<file path="src/rtl/lsu_align.sv">
// ----------------------------------------------------------------------------
// lsu_align -- load/store alignment unit between the MEM stage and datamem.
//
// Turns RV32 byte-addressed LB/LH/LW/LBU/LHU/SB/SH/SW requests into datamem
// word accesses: byte strobes, lane-shifted store data and extended load data.
// datamem reads are synchronous, so load data is formed the cycle after the
// word address is presented.
//
// Build option: define MISALIGNED_EN to split word-crossing accesses into two
// back-to-back datamem cycles (with stall). Without it, any access that is not
// naturally aligned is dropped and flagged on misalign one cycle later.
//
// Ports:
//   clk, nrst                  clock (rising edge), async active-low reset
//   req_valid/we/funct3/addr/wdata   MEM-stage request (addr[11:0] used)
//   stall                      hold the request for one more cycle
//   rsp_valid, rsp_rdata       load result pulse (rdata is 0 when not valid)
//   misalign                   misaligned-access fault pulse
//   dm_write, data_addr, data_in, data_out   datamem port
// ----------------------------------------------------------------------------
module lsu_align (
   input  logic        clk,
   input  logic        nrst,
   input  logic        req_valid,
   input  logic        req_we,
   input  logic [2:0]  req_funct3,
   input  logic [31:0] req_addr,
   input  logic [31:0] req_wdata,
   output logic        stall,
   output logic        rsp_valid,
   output logic [31:0] rsp_rdata,
   output logic        misalign,
   output logic [3:0]  dm_write,
   output logic [9:0]  data_addr,
   output logic [31:0] data_in,
   input  logic [31:0] data_out
);

   // Byte lanes touched by an access of the given size, before shifting.
   function automatic logic [3:0] size_mask(input logic [1:0] sz);
      case (sz)
         2'b00:   size_mask = 4'b0001;
         2'b01:   size_mask = 4'b0011;
         2'b10:   size_mask = 4'b1111;
         default: size_mask = 4'b0000;
      endcase
   endfunction

   // Legal load/store encodings; anything else is silently dropped.
   function automatic logic funct3_ok(input logic we, input logic [2:0] f3);
      case ({we, f3})
         4'b0000, 4'b0001, 4'b0010, 4'b0100, 4'b0101: funct3_ok = 1'b1;
         4'b1000, 4'b1001, 4'b1010:                   funct3_ok = 1'b1;
         default:                                     funct3_ok = 1'b0;
      endcase
   endfunction

   // Select byte/half/word from the right-aligned word and extend it.
   function automatic logic [31:0] load_extend(input logic [2:0] f3, input logic [31:0] w);
      case (f3)
         3'b000:  load_extend = {{24{w[7]}}, w[7:0]};
         3'b001:  load_extend = {{16{w[15]}}, w[15:0]};
         3'b010:  load_extend = w;
         3'b100:  load_extend = {24'h000000, w[7:0]};
         3'b101:  load_extend = {16'h0000, w[15:0]};
         default: load_extend = 32'h0000_0000;
      endcase
   endfunction

   logic [1:0]  off_s;
   logic [9:0]  wa_s;
   logic [3:0]  mask_s;
   logic        idle_s;
   logic        go_s;
   logic        ok_s;
   logic        split_s;
   logic [3:0]  lane_mask_s;
   logic [31:0] lane_data_s;
   logic [31:0] rsp_word_s;
   logic        unused_s;

   logic        pend_r;
   logic [1:0]  off_r;
   logic [2:0]  f3_r;

   assign off_s    = req_addr[1:0];
   assign wa_s     = req_addr[11:2];
   assign mask_s   = size_mask(req_funct3[1:0]);
   assign go_s     = req_valid && idle_s && funct3_ok(req_we, req_funct3);
   assign unused_s = ^req_addr[31:12];

`ifdef MISALIGNED_EN
   localparam logic [0:0] IDLE   = 1'b0;
   localparam logic [0:0] SECOND = 1'b1;

   logic [0:0]  state_r;
   logic [9:0]  wa_r;
   logic        we_r;
   logic [3:0]  hi_mask_r;
   logic [31:0] hi_data_r;
   logic        two_r;
   logic [31:0] word1_r;
   logic [7:0]  mask8_s;
   logic [63:0] data64_s;

   // Shifting into 8 lanes / 64 bits puts the spill-over into the next word
   // in the upper half, which is exactly what the second access writes.
   assign mask8_s     = {4'b0000, mask_s} << off_s;
   assign data64_s    = {32'h0000_0000, req_wdata} << {off_s, 3'b000};
   assign lane_mask_s = mask8_s[3:0];
   assign lane_data_s = data64_s[31:0];
   assign idle_s      = (state_r == IDLE);
   assign ok_s        = go_s;
   assign split_s     = go_s && (mask8_s[7:4] != 4'b0000);
   assign misalign    = 1'b0;
   assign rsp_word_s  = 32'({(two_r ? data_out : 32'h0000_0000),
                             (two_r ? word1_r  : data_out)} >> {off_r, 3'b000});
`else
   logic aligned_s;
   logic bad_s;
   logic misalign_r;

   // Natural alignment check: halves on even bytes, words on word boundaries.
   always_comb begin
      case (req_funct3[1:0])
         2'b00:   aligned_s = 1'b1;
         2'b01:   aligned_s = ~off_s[0];
         2'b10:   aligned_s = (off_s == 2'b00);
         default: aligned_s = 1'b0;
      endcase
   end

   assign lane_mask_s = mask_s << off_s;
   assign lane_data_s = req_wdata << {off_s, 3'b000};
   assign idle_s      = 1'b1;
   assign ok_s        = go_s && aligned_s;
   assign bad_s       = go_s && !aligned_s;
   assign split_s     = 1'b0;
   assign misalign    = misalign_r;
   assign rsp_word_s  = data_out >> {off_r, 3'b000};
`endif

   assign rsp_valid = pend_r;

   // Load result: zero whenever no response is being presented.
   always_comb begin
      rsp_rdata = 32'h0000_0000;
      if (pend_r) begin
         rsp_rdata = load_extend(f3_r, rsp_word_s);
      end else begin
         rsp_rdata = 32'h0000_0000;
      end
   end

   // datamem port drive; reset kills any write in flight immediately.
   always_comb begin
      dm_write  = 4'b0000;
      data_addr = 10'd0;
      data_in   = 32'h0000_0000;
      stall     = 1'b0;
      if (!nrst) begin
         dm_write = 4'b0000;
      end
`ifdef MISALIGNED_EN
      else if (state_r == SECOND) begin
         // Word address wraps naturally in 10 bits (0x3FF + 1 = 0x000).
         data_addr = wa_r + 10'd1;
         if (we_r) begin
            dm_write = hi_mask_r;
            data_in  = hi_data_r;
         end else begin
            dm_write = 4'b0000;
         end
      end
`endif
      else if (req_valid) begin
         data_addr = wa_s;
         stall     = split_s;
         if (ok_s && req_we) begin
            dm_write = lane_mask_s;
            data_in  = lane_data_s;
         end else begin
            dm_write = 4'b0000;
         end
      end else begin
         stall = 1'b0;
      end
   end

   // Request latching, load-pending tracking and split sequencing.
   always_ff @(posedge clk or negedge nrst) begin
      if (!nrst) begin
         pend_r     <= 1'b0;
         off_r      <= 2'b00;
         f3_r       <= 3'b000;
`ifdef MISALIGNED_EN
         state_r    <= IDLE;
         wa_r       <= 10'd0;
         we_r       <= 1'b0;
         hi_mask_r  <= 4'b0000;
         hi_data_r  <= 32'h0000_0000;
         two_r      <= 1'b0;
         word1_r    <= 32'h0000_0000;
`else
         misalign_r <= 1'b0;
`endif
      end else begin
         pend_r <= 1'b0;
`ifdef MISALIGNED_EN
         if (state_r == SECOND) begin
            // data_out now holds the first word of a split load.
            state_r <= IDLE;
            pend_r  <= !we_r;
            two_r   <= 1'b1;
            word1_r <= data_out;
         end else if (ok_s) begin
            off_r  <= off_s;
            f3_r   <= req_funct3;
            pend_r <= !req_we && !split_s;
            two_r  <= 1'b0;
            if (split_s) begin
               state_r   <= SECOND;
               wa_r      <= wa_s;
               we_r      <= req_we;
               hi_mask_r <= mask8_s[7:4];
               hi_data_r <= data64_s[63:32];
            end
         end
`else
         misalign_r <= bad_s;
         if (ok_s) begin
            off_r  <= off_s;
            f3_r   <= req_funct3;
            pend_r <= !req_we;
         end
`endif
      end
   end

endmodule

</file>
<file path="config.mk">
export PLATFORM = sky130hd
export DESIGN_NAME = lsu_align
export DESIGN_NICKNAME = d
export VERILOG_FILES = /design/src/rtl/lsu_align.sv
export SDC_FILE = /design/constraint.sdc
export NUM_CORES = 1
export LEC_CHECK = 0
export BUFFER_PORTS_ARGS = -buffer_cell sky130_fd_sc_hd__buf_2
export CAP_MARGIN = 10
export CELL_PAD_IN_SITES_DETAIL_PLACEMENT = 1
export CELL_PAD_IN_SITES_GLOBAL_PLACEMENT = 1
export CORE_UTILIZATION = 23
export DETAILED_ROUTE_END_ITERATION = 8
export GPL_TIMING_DRIVEN = 0
export HOLD_SLACK_MARGIN = 0.02
export PLACE_DENSITY = 0.8
export SETUP_SLACK_MARGIN = 0.4
export SLEW_MARGIN = 20
export SYNTH_ARGS = -nofsm -noshare
export SYNTH_HDL_FRONTEND = slang
export SYNTH_SLANG_ARGS = --single-unit
</file>
<file path="constraint.sdc">
create_clock -name clk -period 1.6 [get_ports clk]
set_input_delay 0.08 -clock clk [delete_from_list [all_inputs] [get_ports clk]]
set_output_delay 0.08 -clock clk [all_outputs]
set_load 0.05 [all_outputs]
</file>
==> results.yml, run 1 <==
global_routing:
  grt_pass1_wl_mm: 19.3
  grt_max_degree: 11
  grt_usage_pct: 29.9
  antenna_found_initial: 0
  grt_pass1_vias: 3488
  gr-total-overflow: 0
die:
  dieArea_um2: 8390
  start_util_pct: 23.9
  die_height_um: 91.6
  fp.dieW_um: 91.6
  design.core.area_um2: 7730
  row_count: 32
  pin_count: 184
placement:
  gp_congestion: 0.797
  port-buffer-count: 162
  dp_hpwl_mm: 7.34
  dpl-instance-area_um2: 3410
yosys:
  async_flop_share_pct: 100
  yosys-top-cells-area: "mux2i_1 18%, a211oi_1 12%, dfrtp_1 9.5%, nor2_1 7.3%, nor2b_1 6.4%"
  synth_top_cell_area_share_pct: 17.9
  syn_area_per_cell_um2: 7.21
  ys_warn_count: 0
  syn_inst: 256
  synth_edf_count: 0
  synthFlopType: "dfrtp_1"
  synth.largest_area_cell: "mux2i_1"
  syn_area_um2: 1850
  yosysMostFrequentCell: "nor2_1"
  synth_commonest_cells: "36 x nor2_1, 33 x mux2i_1, 30 x a211oi_1"
  syn_nets: 363
  yosys_register_bits: 7
  yosysSeqAreaShare_pct: 9.49
  ys_types: 36
critical_path:
  r2r_end: "off_r[1]"
  cp_cell_sequence: "buf_6 > mux4_2 > nand4b_4 > o31ai_4 > buf_12 > a21o_2 > buf_6"
  rr_worst_depth: 6
  worstPathArrival_ps: 1990
  crit_type: "reg -> out"
  cp_max_fo: 8
  r2r_slack_ps: 180
  cp_slowest_cell: "mux4_2"
  crit_path_end_kind: "primary output"
  cp.required_ps: 1520
  cp-start-kind: "flop"
  cpPeakStageDelay_ps: 540
  path_common_cell: "buf_6"
  reg2reg_from: "off_r[1]"
sta:
  worst_slack_ps: -472
  setup_viol: 68
  grt_setup_unrepaired: "true"
  max_freq_ghz: 0.483
  slew_violations: 0
  worst_clock_skew_ps: 0
  fin_worst_hold_slack_ps: 49.0
  hold_viol_final: 0
  fin_crit_ps: 2070
  relSlewSlack_pct: 67.7
  fin_crit_sh_pct: 130
  tightest_slew_ps: 471
run:
  cap_violations: 0
clocking:
  clock-root-buffer: "clkbuf_8"
  cts_tree: "done"
  cts_buffer_depth: 2
  h-tree-depth: 1
  cts.sinks: 7
  clk_pin_slew_ps: 50
  numCtsBuffers: 3
  worst_skew_pair.late_latency_ps: 220
hold_path:
  whs_path_depth: 2
  hold_class: "in -> reg"
  hold_path_end: "rsp_valid"
  hp-start: "req_we"
final_layout:
  fin_nets: 565
  diodes: 0
  drive_above_1_share_pct: 73.7
  postLayoutCellArea_um2: 4710
  fill_cells: 835
  area_delta_synth_final_pct: 155
  postLayoutCoreUtil_pct: 60.9
route:
  post_drt_wl_per_cell_um: 22.7
  drt_iter0_markers: 108
  finalWirelength_mm: 12.7
  vias_per_cell: 5.44
  drt_first_pass_iters: 4
  num_vias: 3042
  remaining_drc_errors: 0
  route.antenna.remaining_nets: 0
power_and_ir_drop:
  power.leakage_nw: 2.13
  p_total_mw: 2.59
  ir_drop_mv: 0.251
  p_per_area_nw_per_um2: 550
status:
  violations: "setup timing"
  status: "complete, but fails checks"
==> placed cells by master, fill, tap and decap left out, drive strengths merged, types with 8 or more instances in the layout <==
master / instances
buf: 209
nor2: 38
mux2i: 33
a211oi: 30
nor2b: 19
o21ai: 19
a21oi: 17
clkbuf: 15
and3: 12
nand2: 11
nor3: 9
a21o: 8
==> sequential cells by signal, indices dropped and copies added (netlist names) <==
name	flops
f3_r	3
rsp_valid	1
off_r	2
misalign	1
==> worst max-delay path: cells and delay by family, from the launching register on <==
family	cells	cell delay, ps
simple gates	1	160
buf+inv	3	420
compound gates	2	300
mux	1	540
flops	1	340
==> power breakdown <==
part / switching [mW] / leakage (nW) / total [mW] / internal [mW]
Sequential: 0.0550 / 0.0850 / 0.272 / 0.217
Combinational: 1.13 / 2.02 / 2.07 / 0.933
Clock: 0.0795 / 0.0228 / 0.252 / 0.173
==> cell families (layout without fill, tap and decap cells) <==
group,Yosys count,count (layout),share of synthesized area (%)
compound gates,79,79,30.1
fa+ha+maj,4,4,2.71
buf+inv,28,229,7.05
flops,7,7,9.49
mux,39,39,22.2
other cells,1,1,0.203
simple gates,98,98,28.3
==> how the worst max path moves through the flow <==
stage / startpoint / to / depth (start not counted)
2_1_floorplan: rsp_valid / rsp_rdata[23] / 2
5_1_grt: off_r[1] / rsp_rdata[25] / 7
3_3_place_gp: f3_r[0] / rsp_rdata[28] / 5
4_1_cts: off_r[1] / rsp_rdata[29] / 7
6_report: off_r[1] / rsp_rdata[29] / 7
3_5_place_dp: f3_r[0] / rsp_rdata[28] / 5
==> metrics by stage <==
stage / worst slack, ps / std cells / TNS, ps
floorplan: -201 / 256 / -6490
global placement: -651 / 520 / -25880
detailed placement: -656 / 520 / -26980
CTS: -429 / 553 / -12640
global route: -517 / 559 / -19560
finish: -472 / 559 / -15870
==> layout make-up <==
type                            count  area (µm²)  area share, %
Multi-Input combinational cell    221        2310           49.0
Timing Repair Buffer              197        1720           36.6
Buffer                             24         284           6.03
Sequential cell                     7         176           3.75
Tap cell                          102         128           2.71
Inverter                            4        47.5           1.01
Clock buffer                        4        45.0          0.956
==> timing repair <==
action	4_1_cts	5_1_grt
hold endpoints to repair	7	0
hold buffers	1	0
resized for setup	221	27
gates cloned	4	0
pin swaps	14	10
endpoints found under the setup margin	74	74
setup buffers	24	6
==> routing by layer <==
| metal | track usage, % | share of wire, % | up-vias |
|---|---|---|---|
| li1 | - | - | 1327 |
| met1 | 29.7 | 35 | 1506 |
| met2 | 58.1 | 55 | 171 |
| met3 | 6.28 | 6.2 | 38 |
| met4 | 14.6 | 3.5 | 0 |
| met5 | 0 | 0 | - |
(Power assumes the default switching activity.)
==> run 2: changes to the inputs <==
Settings changed: PLACE_DENSITY 0.8 to 0.81.
==> run 2 against run 1 <==
Final cell count fell by 0.54%. First-iteration DRC count fell by 23%. The run still ends with setup timing left. Flip-flop and latch count did not move. Cell area rose by 0.45%. Critical path type unchanged. Total power rose by 0.45%. Worst setup slack improved by 1.5 ps.
==> results.yml, run 2 (same netlist as run 1, synthesis figures left out) <==
global_routing:
  met3_usage_pct: 5.95
  antenna_found_initial: 0
  grt_max_degree: 11
  grt_usage_pct: 29.0
  top_usage_layer: "met2"
  grt_use_met2_pct: 57.0
  grt.met1_usage_pct: 28.4
  grt_pass1_vias: 3368
  gr-total-overflow: 0
  grt_pass1_wl_mm: 18.7
sta:
  relSlewSlack_pct: 63.1
  hold_viol_final: 0
  grt_setup_unrepaired: "true"
  fin_crit_sh_pct: 129
  slew_violations: 0
  setup_viol: 67
  worst_clock_skew_ps: 0
  tightest_slew_ps: 538
  max_freq_ghz: 0.483
  fin_crit_ps: 2070
  worst_slack_ps: -471
critical_path:
  rr_worst_depth: 5
  cp_cell_sequence: "buf_6 > nor2b_1 > clkbuf_4 > a2bb2oi_2 > o31a_4 > o21ai_4 > buf_6"
  cp_max_fo: 8
  crit_cells: 7
  path_buf_inv: 3
  path_common_cell: "buf_6"
  cpPeakStageDelay_ps: 390
  cp-start-kind: "flop"
  worstPathArrival_ps: 1990
  cp.required_ps: 1520
  crit_family: "compound AO/OA/AOI/OAI gates"
  crit_path_end_kind: "primary output"
  crit_type: "reg -> out"
  cp_slowest_cell: "o31a_4"
clocking:
  cts_buffer_depth: 2
  h-tree-depth: 1
  worst_skew_pair.late_latency_ps: 230
  cts.sinks: 7
  numCtsBuffers: 3
  clock-root-buffer: "clkbuf_8"
  clk_pin_slew_ps: 40
  cts_tree: "done"
power_and_ir_drop:
  power_frac_clock_pct: 9.8
  ir_drop_mv: 0.331
  power_frac_comb_pct: 79.9
  p_per_area_nw_per_um2: 550
  power.leakage_nw: 2.12
  switching_share_pct: 49.1
  p_seq_share_pct: 10.3
  intPower_mw: 1.33
  p_sw_mw: 1.28
  p_total_mw: 2.60
die:
  row_count: 32
  start_util_pct: 23.9
  dieArea_um2: 8390
  fp.dieW_um: 91.6
  design.core.area_um2: 7730
  die_height_um: 91.6
  pin_count: 184
route:
  drt_first_pass_iters: 4
  route.antenna.remaining_nets: 0
  finalWirelength_mm: 13.1
  post_drt_wl_per_cell_um: 23.5
  drt_iter0_markers: 83
  remaining_drc_errors: 0
  num_vias: 3030
  vias_per_cell: 5.45
final_layout:
  final_cell_mix: "95 x buf_2, 69 x buf_6, 21 x mux2i_1"
  area_delta_synth_final_pct: 156
  final_common_cell: "buf_2"
  drive_above_1_share_pct: 74.4
  largestRegisters: "f3_r (3), off_r (2)"
  postLayoutCoreUtil_pct: 61.2
  postLayoutCellArea_um2: 4730
  diodes: 0
  fin_nets: 562
  largest_reg_flops: 3
  max_flop_register: "f3_r"
run:
  cap_violations: 0
status:
  violations: "setup timing"
  status: "complete, but fails checks"
hold_path:
  hold_class: "in -> reg"
  whs_path_depth: 2
placement:
  dp_hpwl_mm: 7.13
  dpl-instance-area_um2: 3410
  gp_congestion: 0.809
  port-buffer-count: 162
[run 2: final timing paths]
check,from,end,slack (ps)
min in group asynchronous,nrst,f3_r[2],340
worst max-delay path,off_r[0],rsp_rdata[18],-470
max in group asynchronous,nrst,f3_r[0],1000
worst max register to register,off_r[1],off_r[1],330
worst min-delay path,req_we,rsp_valid,30
worst min register to register,f3_r[0],f3_r[0],600
[run 2: layout make-up]
| type | instances | area (µm²) |
|---|---|---|
| repair buffers | 194 | 1720 |
| multi-input cells | 221 | 2340 |
| fillers | 843 | 3000 |
| flip-flops and latches | 7 | 178 |
| clock buffers | 4 | 45.0 |
| well taps | 102 | 128 |
| inverters | 4 | 47.5 |
| plain buffers | 24 | 273 |
[run 2: through the flow]
| stage | hold slack, ps | setup slack [ps] | std cells | setup TNS (ps) |
|---|---|---|---|---|
| after global routing | 40.2 | -535 | 556 | -18300 |
| final | 31.2 | -471 | 556 | -14390 |
| after global placement | -59.5 | -644 | 520 | -25400 |
| after floorplan | -216 | -201 | 256 | -6490 |
| after CTS | 22.6 | -412 | 547 | -11790 |
| after detailed placement | -52.8 | -682 | 520 | -25870 |
[run 2: routing by layer]
layer  part of all wire (%)  vias to the layer above
li1                       -                     1318
met1                     33                     1481
met2                     54                      186
met3                    7.7                       45
met4                    5.1                        0
met5                      0                        -
[run 2: power groups by stage]
| stage | Sequential, mW | Clock [mW] | Combinational [mW] |
|---|---|---|---|
| after global placement | 0.250 | 0 | 1.28 |
| final | 0.269 | 0.255 | 2.08 |
| after floorplan | 0.254 | 0 | 0.960 |
| after detailed placement | 0.254 | 0 | 1.31 |
| after CTS | 0.263 | 0.259 | 1.74 |
| after global routing | 0.274 | 0.265 | 2.17 |
[run 2: repair_timing]
item                                   4_1_cts  5_1_grt
endpoints found under the hold margin        7        0
buffers inserted                            19        8
hold buffers                                 1        0
pin swaps                                    8        6
cloned                                       3        1
setup endpoints to repair                   74       74
gates resized for setup                    226       36
==> run 3: changes to the inputs <==
Settings changed: ABC_AREA set to 1, CORE_UTILIZATION 23 to 24, PLACE_DENSITY 0.81 to 0.83.
==> run 3 against run 2 <==
The flow still finishes with violations (setup timing). Count of clock-buffer cells in the layout unchanged. Highest routed layer unchanged. Largest cell class unchanged. Worst hold slack improved by 99 ps. Total power increased by 33%. Cell area up 17%. Final cell count grew 40%. Worst setup slack better by 150 ps. Sequential share of layout area down 0.53 points.
==> results.yml, run 3 <==
status:
  status: "complete, but fails checks"
  violations: "setup timing"
yosys:
  synthSimpleGateAreaFrac_pct: 55.9
  yosysSeqAreaShare_pct: 7.70
  synth_commonest_cells: "128 x nand2_1, 92 x nor2_1, 61 x inv_1"
  ys_warn_count: 0
  yosys-top-cells-area: "nand2_1 21%, nor2_1 15%, nand3_1 11%, inv_1 10%, dfrtp_1 7.7%"
  syn_inst: 455
  synth_compound_area_share_pct: 15.3
  syn_area_per_cell_um2: 5.00
  synth.largest_area_cell: "nand2_1"
  syn_nets: 562
  syn_area_um2: 2270
  synth_top_family_by_area: "simple AND/OR/NAND/NOR gates"
  synth_edf_count: 0
  synthFlopType: "dfrtp_1"
  synth_mux_area_share_pct: 0
  yosys_register_bits: 7
  synth_top_cell_area_share_pct: 21.1
  ys_types: 26
  yosys.area_share.xor_xnor_pct: 0
  yosysMostFrequentCell: "nand2_1"
  async_flop_share_pct: 100
  synth_adder_area_share_pct: 2.20
route:
  post_drt_wl_per_cell_um: 21.7
  remaining_drc_errors: 0
  route.antenna.remaining_nets: 0
  num_vias: 4131
  finalWirelength_mm: 16.8
  vias_per_cell: 5.32
  drt_first_pass_iters: 7
  drt_iter0_markers: 139
critical_path:
  path_buf_inv: 5
  crit_path_end_kind: "primary output"
  cp_cell_sequence: "buf_6 > inv_6 > nand3_2 > nand3_4 > buf_8 > nand3_2 > nand2_2 > clkinvlp_4 > buf_8"
  cp-start-kind: "flop"
  worstPathArrival_ps: 1840
  crit_family: "buffers and inverters"
  crit_type: "reg -> out"
  cpPeakStageDelay_ps: 400
  cp.required_ps: 1520
  cp_slowest_cell: "dfrtp_1"
  cp_max_fo: 10
final_layout:
  final_common_cell: "buf_2"
  max_flop_register: "f3_r"
  drive_above_1_share_pct: 63.6
  largest_reg_flops: 3
  diodes: 0
  largestRegisters: "f3_r (3), off_r (2)"
  final_cell_mix: "97 x buf_2, 83 x nand2_1, 56 x buf_8, 56 x nor2_1, 43 x nor2_4"
  stdcell_count: 776
  fin_nets: 773
  area_delta_synth_final_pct: 144
sta:
  setup_viol: 32
  worst_slack_ps: -316
  grt_setup_unrepaired: "true"
  fin_crit_sh_pct: 120
  hold_viol_final: 0
  fin_crit_ps: 1920
  worst_clock_skew_ps: 0
  slew_violations: 0
  max_freq_ghz: 0.522
placement:
  place_ws_ps: -322
  dpl.cell_count: 727
  dp_hpwl_mm: 9.14
  port-buffer-count: 161
  gp_congestion: 0.809
clocking:
  clk_pin_slew_ps: 40
  worst_skew_pair.late_latency_ps: 220
  numCtsBuffers: 3
  cts_tree: "done"
  h-tree-depth: 1
  clock-root-buffer: "clkbuf_8"
  cts.sinks: 7
  cts_buffer_depth: 2
power_and_ir_drop:
  p_per_area_nw_per_um2: 625
  ir_drop_mv: 0.311
  power.leakage_nw: 2.57
die:
  design.core.area_um2: 9200
  row_count: 35
  fp.dieW_um: 99.4
  die_height_um: 99.4
  dieArea_um2: 9870
  start_util_pct: 24.7
  pin_count: 184
hold_path:
  hold_class: "in -> reg"
global_routing:
  grt_max_degree: 12
  antenna_found_initial: 0
  gr-total-overflow: 0
  grt_pass1_vias: 4465
  grt_pass1_wl_mm: 23.0
  grt_usage_pct: 29.7
run:
  cap_violations: 0
## run 3: what timing repair did
action / 4_1_cts / 5_1_grt
hold endpoints to repair: 7 / 0
buffers inserted: 31 / 7
gates resized for setup: 253 / 45
pin swaps: 34 / 18
setup endpoints to repair: 78 / 68
hold buffers: 1 / 0
cloned: 4 / 2
## run 3: logic make-up (layout without fill, tap and decap cells)
kind of cell,after synthesis,in the layout
and+or+nand+nor,292,293
AOI/OAI and AO/OA,57,57
DFF,7,7
adders and majority gates,4,4
other,1,1
buffers and inverters,94,303
## run 3: final cells by class
| class | count | area, µm² |
|---|---|---|
| Buffer | 30 | 303 |
| Clock buffer | 4 | 45.0 |
| Fill cell | 1124 | 3650 |
| Inverter | 64 | 327 |
| Multi-Input combinational cell | 355 | 2580 |
| Sequential cell | 7 | 179 |
| Tap cell | 111 | 139 |
| Timing Repair Buffer | 205 | 1980 |
## run 3: stage by stage
step | hold WS [ps] | total power, mW | TNS (ps) | utilization, % | instance area, µm²
floorplan | -216 | 1.76 | 0 | - | 3090
global placement | -72.2 | 2.15 | -6490 | 43.8 | 4030
detailed placement | -68.7 | 2.21 | -8580 | 43.8 | 4030
CTS | 126 | 3.08 | -3970 | 57.5 | 5290
global route | 137 | 3.61 | -9060 | 60.3 | 5550
finish | 131 | 3.47 | -7440 | 60.3 | 5550
## run 3: metal layers
layer / global-route usage, % / part of all wire [%] / up-vias
li1: - / - / 1835
met1: 29.4 / 34 / 1987
met2: 60.2 / 54 / 237
met3: 4.08 / 7.0 / 72
met4: 13.7 / 5.4 / 0
met5: 0 / 0 / -
## run 3: path summary, 6_finish.rpt
path	slack (ps)	cells after the start	endpoint	from
setup reg to reg	530	4	off_r[1]	off_r[1]
min in group asynchronous	310	2	misalign	nrst
hold reg to reg	630	2	f3_r[2]	f3_r[2]
max in group asynchronous	1020	2	f3_r[2]	nrst
hold / removal	130	3	f3_r[0]	req_funct3[0]
setup / recovery	-320	9	rsp_rdata[21]	off_r[1]
## run 3: worst register-to-register path: stages, from the launching register on
cell and delay (ps):
dfrtp_1 400, buf_6 180, clkbuf_2 200, nand2_1 90, o21ai_0 80
## run 3: power by group
group / leakage (nW) / internal, mW / switching [mW]
sequential: 0.0855 / 0.215 / 0.0417
clock: 0.0228 / 0.172 / 0.0729
combinational: 2.46 / 1.15 / 1.82
